--- config.mk ---
export PLATFORM = sky130hd
export DESIGN_NAME = shift_unit_sched
export DESIGN_NICKNAME = d
export VERILOG_FILES = /design/src/rtl/shift_pkg.sv /design/src/rtl/shift_res_fifo.sv /design/src/rtl/shift_unit_sched.sv
export SDC_FILE = /design/constraint.sdc
export NUM_CORES = 1
export LEC_CHECK = 0
export BUFFER_PORTS_ARGS = -buffer_cell sky130_fd_sc_hd__buf_4
export CAP_MARGIN = 20
export CORE_MARGIN = 2
export CORE_UTILIZATION = 50
export DETAILED_ROUTE_END_ITERATION = 12
export HOLD_SLACK_MARGIN = 0.05
export PLACE_DENSITY = 0.73
export SLEW_MARGIN = 15
export SYNTH_ARGS = -nofsm -noshare
export SYNTH_HDL_FRONTEND = slang
export SYNTH_HIERARCHICAL = 1
export SYNTH_SLANG_ARGS = --single-unit
--- constraint.sdc ---
create_clock -name clk -period 4.2 [get_ports clk]
set_clock_uncertainty 0.1 [all_clocks]
set_input_delay 0.42 -clock clk [delete_from_list [all_inputs] [get_ports clk]]
set_output_delay 0.42 -clock clk [all_outputs]
set_load 0.01 [all_outputs]
--- src/rtl/shift_pkg.sv ---
// rtl/shift_pkg.sv - shared constants and types for the shared shifter scheduler
package shift_pkg;

   localparam int SH_LATENCY = 7;
   localparam int DATA_W     = 32;

   typedef enum logic [1:0] {
      OP_SLL = 2'b00,
      OP_SRL = 2'b01,
      OP_ROL = 2'b10,
      OP_ROR = 2'b11
   } sh_op_e;

   // One tag rides alongside each shifter stage; only valid tags are captured.
   typedef struct packed {
      logic valid;
      logic id;
   } sh_tag_t;

endpackage

--- src/rtl/shift_res_fifo.sv ---
// rtl/shift_res_fifo.sv - synchronous result FIFO with occupancy count
module shift_res_fifo #(
   parameter  int DEPTH = 8,
   parameter  int WIDTH = 33,
   localparam int CNT_W = $clog2(DEPTH + 1)
) (
   input  logic             clk,
   input  logic             rst,
   input  logic             push_i,
   input  logic [WIDTH-1:0] push_data_i,
   input  logic             pop_i,
   output logic [WIDTH-1:0] head_o,
   output logic             empty_o,
   output logic [CNT_W-1:0] count_o
);

   localparam int PTR_W = (DEPTH > 1) ? $clog2(DEPTH) : 1;

   logic [WIDTH-1:0] mem_q [DEPTH];
   logic [PTR_W-1:0] wr_ptr_q, wr_ptr_d;
   logic [PTR_W-1:0] rd_ptr_q, rd_ptr_d;
   logic [CNT_W-1:0] count_q, count_d;
   logic             do_push, do_pop;

   // A pop on an empty FIFO is dropped; a push when full is only taken alongside a pop.
   assign do_pop  = pop_i && (count_q != '0);
   assign do_push = push_i && ((count_q != CNT_W'(DEPTH)) || do_pop);

   // Pointer wrap and occupancy bookkeeping.
   always_comb begin
      wr_ptr_d = wr_ptr_q;
      rd_ptr_d = rd_ptr_q;
      count_d  = count_q;
      if (do_push) begin
         wr_ptr_d = (wr_ptr_q == PTR_W'(DEPTH - 1)) ? '0 : wr_ptr_q + 1'b1;
      end
      if (do_pop) begin
         rd_ptr_d = (rd_ptr_q == PTR_W'(DEPTH - 1)) ? '0 : rd_ptr_q + 1'b1;
      end
      case ({do_push, do_pop})
         2'b10:   count_d = count_q + 1'b1;
         2'b01:   count_d = count_q - 1'b1;
         default: count_d = count_q;
      endcase
   end

   // Control state; reset empties the FIFO.
   always_ff @(posedge clk) begin
      if (rst) begin
         wr_ptr_q <= '0;
         rd_ptr_q <= '0;
         count_q  <= '0;
      end else begin
         wr_ptr_q <= wr_ptr_d;
         rd_ptr_q <= rd_ptr_d;
         count_q  <= count_d;
      end
   end

   // Storage array; contents are meaningless until written.
   always_ff @(posedge clk) begin
      if (do_push) begin
         mem_q[wr_ptr_q] <= push_data_i;
      end
   end

   assign head_o  = mem_q[rd_ptr_q];
   assign empty_o = (count_q == '0);
   assign count_o = count_q;

endmodule

--- src/rtl/shift_unit_sched.sv ---
// rtl/shift_unit_sched.sv - round-robin scheduler sharing one pipelined shifter between two requesters
module shift_unit_sched
   import shift_pkg::*;
#(
   parameter int SH_LAT     = SH_LATENCY,
   parameter int FIFO_DEPTH = 8,
   parameter int ID_W       = 1
) (
   input  logic              clk,
   input  logic              rst,
   input  logic              r0_valid,
   output logic              r0_ready,
   input  logic [DATA_W-1:0] r0_a,
   input  logic [1:0]        r0_op,
   input  logic [4:0]        r0_bits,
   input  logic              r1_valid,
   output logic              r1_ready,
   input  logic [DATA_W-1:0] r1_a,
   input  logic [1:0]        r1_op,
   input  logic [4:0]        r1_bits,
   output logic [DATA_W-1:0] sh_a,
   output logic [1:0]        sh_op,
   output logic [4:0]        sh_bits,
   input  logic [DATA_W-1:0] sh_out,
   output logic              resp_valid,
   input  logic              resp_ready,
   output logic [ID_W-1:0]   resp_id,
   output logic [DATA_W-1:0] resp_data,
   output logic              busy
);

   localparam int CNT_W = $clog2(FIFO_DEPTH + 1);
   localparam int OCC_W = CNT_W + 1;

   sh_tag_t            tag_q [SH_LAT];
   logic [CNT_W-1:0]   inflight_q, inflight_d;
   logic               mode_q, mode_d;
   logic               rr_q, rr_d;

   logic [CNT_W-1:0]   fifo_count;
   logic               fifo_empty;
   logic [DATA_W:0]    fifo_head;

   logic [OCC_W-1:0]   occupancy;
   logic               pipe_empty, credit_ok;
   logic               mode_ok0, mode_ok1;
   logic               elig0, elig1;
   logic               mode_blk0, mode_blk1;
   logic               gnt0, gnt1, issue, gnt_id;
   logic [1:0]         issue_op;
   logic               capture;

   // A slot is reserved for every op in the pipe, so a capture always finds room.
   assign pipe_empty = (inflight_q == '0);
   assign occupancy  = OCC_W'(inflight_q) + OCC_W'(fifo_count);
   assign credit_ok  = (occupancy < OCC_W'(FIFO_DEPTH));

   // The shifter reads op[1] live in every stage, so only same-direction ops may share the pipe.
   assign mode_ok0  = pipe_empty || (r0_op[1] == mode_q);
   assign mode_ok1  = pipe_empty || (r1_op[1] == mode_q);
   assign elig0     = r0_valid && mode_ok0 && credit_ok;
   assign elig1     = r1_valid && mode_ok1 && credit_ok;
   assign mode_blk0 = r0_valid && credit_ok && !mode_ok0;
   assign mode_blk1 = r1_valid && credit_ok && !mode_ok1;

   // Round-robin grant; a priority requester waiting on a mode change freezes issue so the pipe drains.
   always_comb begin
      gnt0 = 1'b0;
      gnt1 = 1'b0;
      if (!rst) begin
         if (!rr_q) begin
            if (elig0)           gnt0 = 1'b1;
            else if (!mode_blk0) gnt1 = elig1;
         end else begin
            if (elig1)           gnt1 = 1'b1;
            else if (!mode_blk1) gnt0 = elig0;
         end
      end
   end

   assign issue    = gnt0 | gnt1;
   assign gnt_id   = gnt1;
   assign r0_ready = gnt0;
   assign r1_ready = gnt1;
   assign issue_op = gnt1 ? r1_op : r0_op;

   // Idle cycles keep op[1] at the current mode so in-flight ops are not disturbed.
   assign sh_a    = gnt1 ? r1_a : r0_a;
   assign sh_bits = gnt1 ? r1_bits : r0_bits;
   assign sh_op   = issue ? issue_op : {mode_q, 1'b0};

   assign capture = tag_q[SH_LAT-1].valid;

   // In-flight count, mode latch and round-robin pointer next state.
   always_comb begin
      inflight_d = inflight_q;
      case ({issue, capture})
         2'b10:   inflight_d = inflight_q + 1'b1;
         2'b01:   inflight_d = inflight_q - 1'b1;
         default: inflight_d = inflight_q;
      endcase
      mode_d = (issue && pipe_empty) ? issue_op[1] : mode_q;
      rr_d   = issue ? ~gnt_id : rr_q;
   end

   // Scheduler state registers.
   always_ff @(posedge clk) begin
      if (rst) begin
         inflight_q <= '0;
         mode_q     <= 1'b0;
         rr_q       <= 1'b0;
      end else begin
         inflight_q <= inflight_d;
         mode_q     <= mode_d;
         rr_q       <= rr_d;
      end
   end

   // Tag shift register tracking which shifter stages hold a live op; reset orphans stale contents.
   always_ff @(posedge clk) begin
      if (rst) begin
         for (int k = 0; k < SH_LAT; k++) begin
            tag_q[k] <= '0;
         end
      end else begin
         tag_q[0] <= '{valid: issue, id: gnt_id};
         for (int k = 1; k < SH_LAT; k++) begin
            tag_q[k] <= tag_q[k-1];
         end
      end
   end

   shift_res_fifo #(
      .DEPTH (FIFO_DEPTH),
      .WIDTH (DATA_W + 1)
   ) u_res_fifo (
      .clk         (clk),
      .rst         (rst),
      .push_i      (capture),
      .push_data_i ({tag_q[SH_LAT-1].id, sh_out}),
      .pop_i       (resp_ready),
      .head_o      (fifo_head),
      .empty_o     (fifo_empty),
      .count_o     (fifo_count)
   );

   assign resp_valid = !fifo_empty;
   assign resp_id    = ID_W'(fifo_head[DATA_W]);
   assign resp_data  = fifo_head[DATA_W-1:0];
   assign busy       = !pipe_empty || !fifo_empty;

endmodule

==> results.json, run 1 <==
{
  "track_usage": 0.197,
  "final.period_utilization": 0.858,
  "critPathLaunchType": "flip-flop",
  "numCtsBuffers": 29,
  "ys_seq_elements": 297,
  "layout-drive-gt1-share": 0.469,
  "path_class": "flip-flop to output port",
  "cts.reportedPaths.clkPinSlew_ns": 0.06,
  "synth.area.top_cells": "edfxtp_1 (66%), mux4_2 (11%), mux2_2 (6.5%), dfxtp_1 (5.5%), mux4_1 (1.5%)",
  "final_cell_mix": "edfxtp_1 (264), buf_4 (202), mux2_2 (70)",
  "hold_path.class": "input port to flip-flop",
  "layout_commonest_cell": "edfxtp_1",
  "finalNonFillerCells": 1171,
  "worstPathArrival_ns": 3.09,
  "synth_top_area_cell": "edfxtp_1",
  "fin_setup_tns_ns": 0,
  "finalSetupViolCount": 0,
  "grt_pass1_wl_um": 38200,
  "tightest_slew_ns": 0.984,
  "ir_worst_vdd_uv": 277,
  "dpl.cell_count": 1084,
  "area_growth_syn_to_layout_pct": 26.2,
  "syn_nets": 719,
  "status": "complete, no violations",
  "async_reset_ff_frac": 0,
  "antenna_found_initial": 1,
  "ys.flop_type": "edfxtp_1",
  "dr_total_vias": 6466,
  "drcViolationCount": 0,
  "r2r_cells": 13,
  "fmax_mhz": 277,
  "initialDrtViolationCount": 463,
  "fillers": 1665,
  "p_leak_uw": 0.00533,
  "crit_required_ns": 3.68,
  "yosysUniqueCellTypes": 57,
  "row_count": 56,
  "relSlewSlack": 0.344,
  "worstSkewPairLatency_ns": 0.54,
  "grt_max_degree": 67,
  "cts_tree": "done",
  "h-tree-depth": 1,
  "die_x_um": 159,
  "synth_top_area_frac": 0.658,
  "grt_pass1_vias": 6862,
  "rsz0062_at_grt": "false",
  "drv_cap": 0,
  "setup.worst_path.end_class": "output port",
  "worstPathMaxFanout": 42,
  "routedWlPerCell_um": 21.4,
  "use_met1": 0.240,
  "cts.path.max_buffers": 3,
  "fin_util": 0.645,
  "period_minus_slack_ns": 3.61,
  "grt_util_met2": 0.351,
  "core_area_sq_um": 23500,
  "cts.sinks": 297,
  "ys_warn_count": 6,
  "via_per_inst": 5.52,
  "slew_violations": 0,
  "die_h_um": 159,
  "avgSynthCellArea_sq_um": 20.4,
  "ant_nets": 0,
  "hpwlAfterDp_um": 15600,
  "io_buffers": 190,
  "synth_seq_area_share": 0.713,
  "min_path_cells": 2,
  "synth_edf_count": 264,
  "io_pins": 191,
  "root_buffer": "clkbuf_16",
  "start_util": 0.512,
  "finalHoldViolations": 0,
  "die-area_sq_um": 25300,
  "final_nets": 958,
  "grt_util_met3": 0.0378,
  "drt-total-wl_um": 25100,
  "first_pass_iters": 7,
  "overflow": 0,
  "gp_congestion": 1.00,
  "synth_area_sq_um": 12000,
  "postSynthCellCount": 590,
  "power_density_nw_per_um2": 484,
  "busiest_layer": "met2"
}
## worst max-delay path, stage by stage, from the launching register on
cell	delay, ns
dfxtp_1	0.45
ha_1	0.32
a2111oi_4	0.34
and2_1	0.22
o211a_1	0.17
buf_4	0.43
mux2_2	0.46
buf_4	0.16
## state kept, by name, indices dropped and copies added, names as in the netlist, named ones only
register	flops
mode_q	1
u_res_fifo/count_o	4
u_res_fifo/rd_ptr_q	3
u_res_fifo/mem_q	264
tag_q	14
rr_q	1
u_res_fifo/wr_ptr_q	3
inflight_q	4
## synth_stat cells (all sizes together) (3+ instances only)
cell type,instances
nor2,17
mux4,66
or3,4
xnor2,6
nor2b,15
clkbuf,8
edfxtp,264
nand2,4
mux2,70
o21ai,4
inv,10
a21oi,8
dfxtp,33
nand2b,4
mux2i,5
nor3,6
buf,19
ha,12
a211oi,3
## stage by stage
step	area, sq um	power (uW)	setup slack (ns)	hold slack, ns
6_report	15200	7360	0.594	0.159
4_1_cts	15200	7440	0.563	0.145
2_1_floorplan	12000	4310	0.571	0.314
3_3_place_gp	13900	4760	0.973	0.319
5_1_grt	15200	7650	0.402	0.174
3_5_place_dp	13900	4800	0.823	0.322
## routing by layer
metal / wire, um / up-vias
met5: 0 / -
li1: - / 2885
met2: 13200 / 234
met1: 9790 / 3300
met4: 811 / 0
met3: 1360 / 47
## power by group
part / switching [uW] / internal (uW) / leakage, uW
clock: 1030 / 1590 / 0.000481
sequential: 157 / 3250 / 0.00266
combinational: 528 / 803 / 0.00219
## repair_timing
action	4_1_cts	5_1_grt
gates resized for setup	0	0
hold endpoints to repair	256	0
hold buffers	32	0
buffers inserted	0	0
## logic make-up (layout without fill, tap and decap cells)
| logic type | Yosys count | in the layout | synth area share |
|---|---|---|---|
| AO/OA/AOI/OAI | 30 | 30 | 0.0229 |
| flip-flops | 297 | 297 | 0.713 |
| multiplexers | 141 | 141 | 0.195 |
| buffers and inverters | 38 | 299 | 0.0180 |
| AND/OR/NAND/NOR | 62 | 62 | 0.0292 |
| other | 0 | 1 | 0 |
| adder cells (fa/ha/maj) | 14 | 14 | 0.0158 |
| XOR/XNOR | 8 | 8 | 0.00582 |
## path summary, 6_finish.rpt
| kind | startpoint | to | slack [ns] |
|---|---|---|---|
| max | u_res_fifo/count_o[2] | sh_a[6] | 0.59 |
| min reg2reg | tag_q[0][0] | tag_q[1][0] | 0.33 |
| max reg2reg | u_res_fifo/count_o[2] | inflight_q[3] | 0.80 |
| min | rst | u_res_fifo/wr_ptr_q[1] | 0.16 |
## layout make-up
type / count / area [sq um] / share of cell area
clock buffers: 40 / 808 / 0.0532
inverters: 10 / 37.5 / 0.00247
clock inverters: 13 / 170 / 0.0112
repair buffers: 236 / 1880 / 0.124
flip-flops and latches: 297 / 8600 / 0.566
well taps: 319 / 399 / 0.0263
multi-input cells: 255 / 3300 / 0.217
diodes: 1 / 2.50 / 0.000165
Power figures use the tool's default switching activity.
==> run 2, diff against run 1 <==
--- a/config.mk
+++ b/config.mk
@@ -7,6 +7,7 @@
 export LEC_CHECK = 0
 export BUFFER_PORTS_ARGS = -buffer_cell sky130_fd_sc_hd__buf_4
 export CAP_MARGIN = 20
+export CORE_ASPECT_RATIO = 1.2
 export CORE_MARGIN = 2
 export CORE_UTILIZATION = 50
 export DETAILED_ROUTE_END_ITERATION = 12
==> run 2 against run 1 <==
Effect of this change:
- final cell count about the same
- register-to-register slack worse by 0.04 ns
- non-clock buffer count up 5
- die area about the same
- critical path type unchanged
- critical endpoint is now sh_a[16]
- largest power group unchanged
==> results.json, run 2 (same netlist as run 1, synthesis figures left out) <==
{
  "status": "complete, no violations",
  "cp_cell_sequence": "ha_1, a2111oi_4, and2_1, o211a_1, buf_4, mux2_2, buf_4",
  "io_buffers": 190,
  "finish.instance_area_sq_um": 15100,
  "routedWlPerCell_um": 20.9,
  "relSlewSlack": 0.270,
  "antenna_found_initial": 0,
  "power_density_nw_per_um2": 468,
  "drt-total-wl_um": 24500,
  "power.switching_uw": 1650,
  "grt_max_degree": 43,
  "numCtsBuffers": 27,
  "root_buffer": "clkbuf_16",
  "worstSkewPairLatency_ns": 0.52,
  "row_count": 62,
  "grt_pass1_wl_um": 38200,
  "finalHoldViolations": 0,
  "first_pass_iters": 4,
  "cts_setup_buffers": 0,
  "grt_pass1_vias": 7026,
  "r2r_cells": 13,
  "area_growth_syn_to_layout_pct": 25.4,
  "hold_start": "rst",
  "cts.path.max_buffers": 3,
  "die_h_um": 174,
  "worstPathMaxFanout": 42,
  "crit_required_ns": 3.68,
  "finalSetupViolCount": 0,
  "num_antenna_cells": 0,
  "fin_setup_tns_ns": 0,
  "cts.sinks": 297,
  "switching_share": 0.233,
  "final_cell_mix": "edfxtp_1 (264), buf_4 (207), mux2_2 (70)",
  "layout-drive-gt1-share": 0.473,
  "dr_total_vias": 6431,
  "ant_nets": 0,
  "start_util": 0.506,
  "die_x_um": 146,
  "overflow": 0,
  "multi_input_area_sq_um": 3300,
  "cts.reportedPaths.clkPinSlew_ns": 0.06,
  "hold_path.class": "input port to flip-flop",
  "rsz0062_at_grt": "false",
  "cp-startpoint": "u_res_fifo/count_o[3]",
  "initialDrtViolationCount": 414,
  "pre_cts_ws_ns": 0.768,
  "cts_resized": 0,
  "fin_util": 0.634,
  "path_class": "flip-flop to output port",
  "fin_ws_ns": 0.583,
  "clkPwrFrac": 0.334,
  "hpwlAfterDp_um": 15400,
  "p_leak_uw": 0.00530,
  "cts_tree": "done",
  "final.period_utilization": 0.861,
  "drv_cap": 0,
  "die-area_sq_um": 25300,
  "worstPathArrival_ns": 3.10,
  "cp_slowest_cell": "dfxtp_1",
  "reg_top3": "u_res_fifo/mem_q: 264 flops, tag_q: 14 flops",
  "final_nets": 961,
  "gp_congestion": 0.822,
  "drcViolationCount": 0,
  "fillers": 1652,
  "path_common_cell": "buf_4",
  "ir_worst_vdd_uv": 251,
  "dpl_cell_area_sq_um": 13900,
  "fmax_mhz": 276,
  "combPwrFrac": 0.190,
  "period_minus_slack_ns": 3.62,
  "top_register": "u_res_fifo/mem_q",
  "layout_commonest_cell": "edfxtp_1",
  "tightest_slew_ns": 1.09,
  "postCtsHoldBufs": 32,
  "seq_area_sq_um": 8590,
  "r2r_start": "u_res_fifo/count_o[3]",
  "core_area_sq_um": 23800,
  "slew_violations": 0,
  "min_path_cells": 2,
  "h-tree-depth": 1,
  "cp_slowest_stage_delay_ns": 0.49,
  "largest_reg_flops": 264,
  "power.share.sequential": 0.476,
  "critPathLaunchType": "flip-flop",
  "p_int_uw": 5430,
  "io_pins": 191,
  "track_usage": 0.195,
  "via_per_inst": 5.49,
  "setup.worst_path.end_class": "output port"
}
## run 2: final timing paths
| kind | end | slack, ns |
|---|---|---|
| max | sh_a[16] | 0.58 |
| min | u_res_fifo/count_o[0] | 0.18 |
| max reg2reg | inflight_q[3] | 0.76 |
| min reg2reg | tag_q[1][0] | 0.33 |
## run 2: metal layers
metal / global-route usage / vias to the layer above / part of all wire
met2: 0.365 / 260 / 0.54
met5: 0 / - / 0
met4: 0.0466 / 0 / 0.017
met1: 0.238 / 3257 / 0.38
met3: 0.0276 / 29 / 0.061
li1: - / 2885 / -
## run 2: cell type report
type | count | area share
inverters | 10 | 0.00248
clock inverters | 11 | 0.00712
multi-input cells | 255 | 0.218
clock buffers | 38 | 0.0501
well taps | 320 | 0.0265
flip-flops and latches | 297 | 0.569
repair buffers | 241 | 0.127
## run 2: critical path, delay by kind of cell, from the launching register on
family | cells | cell delay, ns
buf+inv | 2 | 0.58
compound gates | 2 | 0.51
flops | 1 | 0.49
mux | 1 | 0.42
fa+ha+maj | 1 | 0.32
simple gates | 1 | 0.24
## run 2: power by group through the flow
stage	clock network (uW)	registers, uW	logic [uW]
2_1_floorplan	0	3350	964
4_1_cts	2430	3370	1370
5_1_grt	2550	3380	1450
3_3_place_gp	0	3430	1310
6_report	2370	3370	1340
3_5_place_dp	0	3430	1330
## run 2: per-stage QoR
step                hold WS [ns]  total power (uW)  std cells
floorplan                  0.314              4310        590
global placement           0.315              4740       1091
detailed placement         0.323              4770       1091
CTS                        0.164              7160       1172
global route               0.175              7380       1172
finish                     0.180              7070       1172
==> run 3, diff against run 2 <==
--- a/config.mk
+++ b/config.mk
@@ -5,14 +5,15 @@
 export SDC_FILE = /design/constraint.sdc
 export NUM_CORES = 1
 export LEC_CHECK = 0
-export BUFFER_PORTS_ARGS = -buffer_cell sky130_fd_sc_hd__buf_4
 export CAP_MARGIN = 20
 export CORE_ASPECT_RATIO = 1.2
 export CORE_MARGIN = 2
 export CORE_UTILIZATION = 50
 export DETAILED_ROUTE_END_ITERATION = 12
+export DONT_BUFFER_PORTS = 1
 export HOLD_SLACK_MARGIN = 0.05
-export PLACE_DENSITY = 0.73
+export PLACE_DENSITY = 0.66
+export REMOVE_ABC_BUFFERS = 1
 export SLEW_MARGIN = 15
 export SYNTH_ARGS = -nofsm -noshare
 export SYNTH_HDL_FRONTEND = slang
==> run 3 against run 2 <==
Effect of this change:
- clock-buffer cell count fell by 3
- via count is 11% lower
- flip-flop and latch count unchanged
- worst hold slack lost 0.079 ns
- largest power group unchanged
==> results.json, run 3 (same netlist as run 1, synthesis figures left out) <==
{
  "row_count": 62,
  "rsz0062_at_grt": "false",
  "cts_setup_buffers": 0,
  "pre_cts_ws_ns": 0.683,
  "ir_worst_vdd_uv": 452,
  "reg_top3": "u_res_fifo/mem_q: 264 flops, tag_q: 14 flops",
  "die_h_um": 174,
  "numCtsBuffers": 28,
  "status": "complete, no violations",
  "cp_slowest_stage_delay_ns": 0.49,
  "overflow": 0,
  "p_int_uw": 5190,
  "h-tree-depth": 1,
  "io_pins": 191,
  "first_pass_iters": 4,
  "power_density_nw_per_um2": 497,
  "start_util": 0.506,
  "min_to": "rr_q",
  "drv_cap": 0,
  "core_area_sq_um": 23800,
  "via_per_inst": 5.81,
  "period_minus_slack_ns": 3.56,
  "hpwlAfterDp_um": 14400,
  "switching_share": 0.236,
  "largest_reg_flops": 264,
  "finalHoldViolations": 0,
  "fin_ws_ns": 0.642,
  "grt_pass1_vias": 6160,
  "min_path_cells": 3,
  "dpl.cell_count": 897,
  "finalNonFillerCells": 984,
  "track_usage": 0.189,
  "slew_violations": 0,
  "combPwrFrac": 0.153,
  "hold_path.class": "input port to flip-flop",
  "tightest_slew_ns": 1.13,
  "worstReg2RegEnd": "inflight_q[3]",
  "dr_total_vias": 5714,
  "cts_tree": "done",
  "worstPathMaxFanout": 7,
  "grt_max_degree": 67,
  "layout_commonest_cell": "edfxtp_1",
  "clkPwrFrac": 0.349,
  "root_buffer": "clkbuf_16",
  "routedWlPerCell_um": 24.1,
  "path_common_cell": "ha_1",
  "worstSkewPairLatency_ns": 0.53,
  "path_delay_family": "compound AO/OA/AOI/OAI gates",
  "drt-total-wl_um": 23800,
  "ant_nets": 0,
  "r2r_cells": 13,
  "critPathLaunchType": "flip-flop",
  "finalSetupViolCount": 0,
  "cp_cell_sequence": "ha_1, a2111oi_4, o2111ai_2, a211oi_4, or2_2, inv_2, ha_1, ha_1, a21o_1, a21oi_1, xnor2_1, or3_1, a21oi_1",
  "final_nets": 770,
  "power.share.sequential": 0.498,
  "top_register": "u_res_fifo/mem_q",
  "r2r_slack_ns": 0.64,
  "power.switching_uw": 1600,
  "hold_start": "r0_valid",
  "r2r_start": "u_res_fifo/count_o[3]",
  "relSlewSlack": 0.247,
  "layout-drive-gt1-share": 0.312,
  "critPathBufInv": 1,
  "gp_congestion": 0.896,
  "crit_required_ns": 4.55,
  "cp_slowest_cell": "dfxtp_1",
  "cts.reportedPaths.clkPinSlew_ns": 0.06,
  "setup.worst_path.end_class": "flip-flop",
  "die-area_sq_um": 25300,
  "path_class": "flip-flop to flip-flop",
  "final_cell_mix": "edfxtp_1 (264), mux2_2 (70), mux4_2 (59)",
  "area_growth_syn_to_layout_pct": 13.5,
  "fillers": 1750,
  "cts.sinks": 297,
  "antenna_found_initial": 4,
  "final.period_utilization": 0.847,
  "worstPathArrival_ns": 3.91,
  "fmax_mhz": 281,
  "p_leak_uw": 0.00436,
  "initialDrtViolationCount": 370,
  "grt_pass1_wl_um": 36600,
  "cts.path.max_buffers": 3,
  "die_x_um": 146,
  "drcViolationCount": 0,
  "io_buffers": 0
}
-- run 3: cell types whose count changed in the layout (fill, tap and decap cells not counted), sizes merged --
cell / change
dlygate4sd3: +1
diode: +4
buf: -193
clkbuf: -3
clkinv: +2
clkinvlp: +1
-- run 3: what timing repair did --
item | CTS | global route
resized for setup | 0 | 0
endpoints found under the setup margin | 0 | 0
hold buffers | 34 | 0
endpoints found under the hold margin | 288 | 0
-- run 3: how the worst max path moves through the flow --
stage                          startpoint                     end  cells past startpoint
finish              u_res_fifo/count_o[3]           inflight_q[3]                     13
global placement    u_res_fifo/count_o[3]           inflight_q[3]                     13
global route        u_res_fifo/count_o[3]           inflight_q[3]                     13
detailed placement  u_res_fifo/count_o[3]           inflight_q[3]                     13
CTS                 u_res_fifo/count_o[3]           inflight_q[3]                     13
floorplan           u_res_fifo/count_o[0]  u_res_fifo/mem_q[0][0]                      3
-- run 3: routing by layer --
layer	track usage	routed length (um)	vias up
li1	-	-	2504
met1	0.229	9080	2916
met2	0.339	12400	252
met3	0.0344	1550	42
met4	0.0674	715	0
met5	0	0	-
-- run 3: stage by stage --
stage          area [sq um]  TNS [ns]  utilization  total power, uW  hold WS [ns]
2_1_floorplan         11900     -9.76            -             4280         0.314
3_3_place_gp          12400         0        0.523             4430         0.317
3_5_place_dp          12400         0        0.523             4440         0.322
4_1_cts               13700         0        0.574             6880        0.0757
5_1_grt               13700         0        0.574             7080        0.0887
6_report              13700         0        0.574             6790         0.101
-- run 3: worst min-delay path, delay by kind of cell --
| kind | cells | cell delay [ns] |
|---|---|---|
| AND/OR/NAND/NOR | 2 | 0.18 |
| AO/OA/AOI/OAI | 1 | 0.09 |
-- run 3: power groups by stage --
stage / Clock (uW) / Combinational (uW) / Sequential [uW]
after global routing: 2560 / 1120 / 3400
after global placement: 0 / 982 / 3450
after detailed placement: 0 / 992 / 3450
after floorplan: 0 / 807 / 3470
after CTS: 2440 / 1050 / 3390
final: 2370 / 1040 / 3380
-- run 3: area by class of cell --
cell class,instances,area (sq um),area share
antenna,4,10.0,0.000733
inverter,10,37.5,0.00275
clock inverter,14,123,0.00897
clock buffer,35,748,0.0548
sequential,297,8600,0.629
tap,320,400,0.0293
multi-input combinational,255,3290,0.241
timing repair buffer,49,460,0.0337
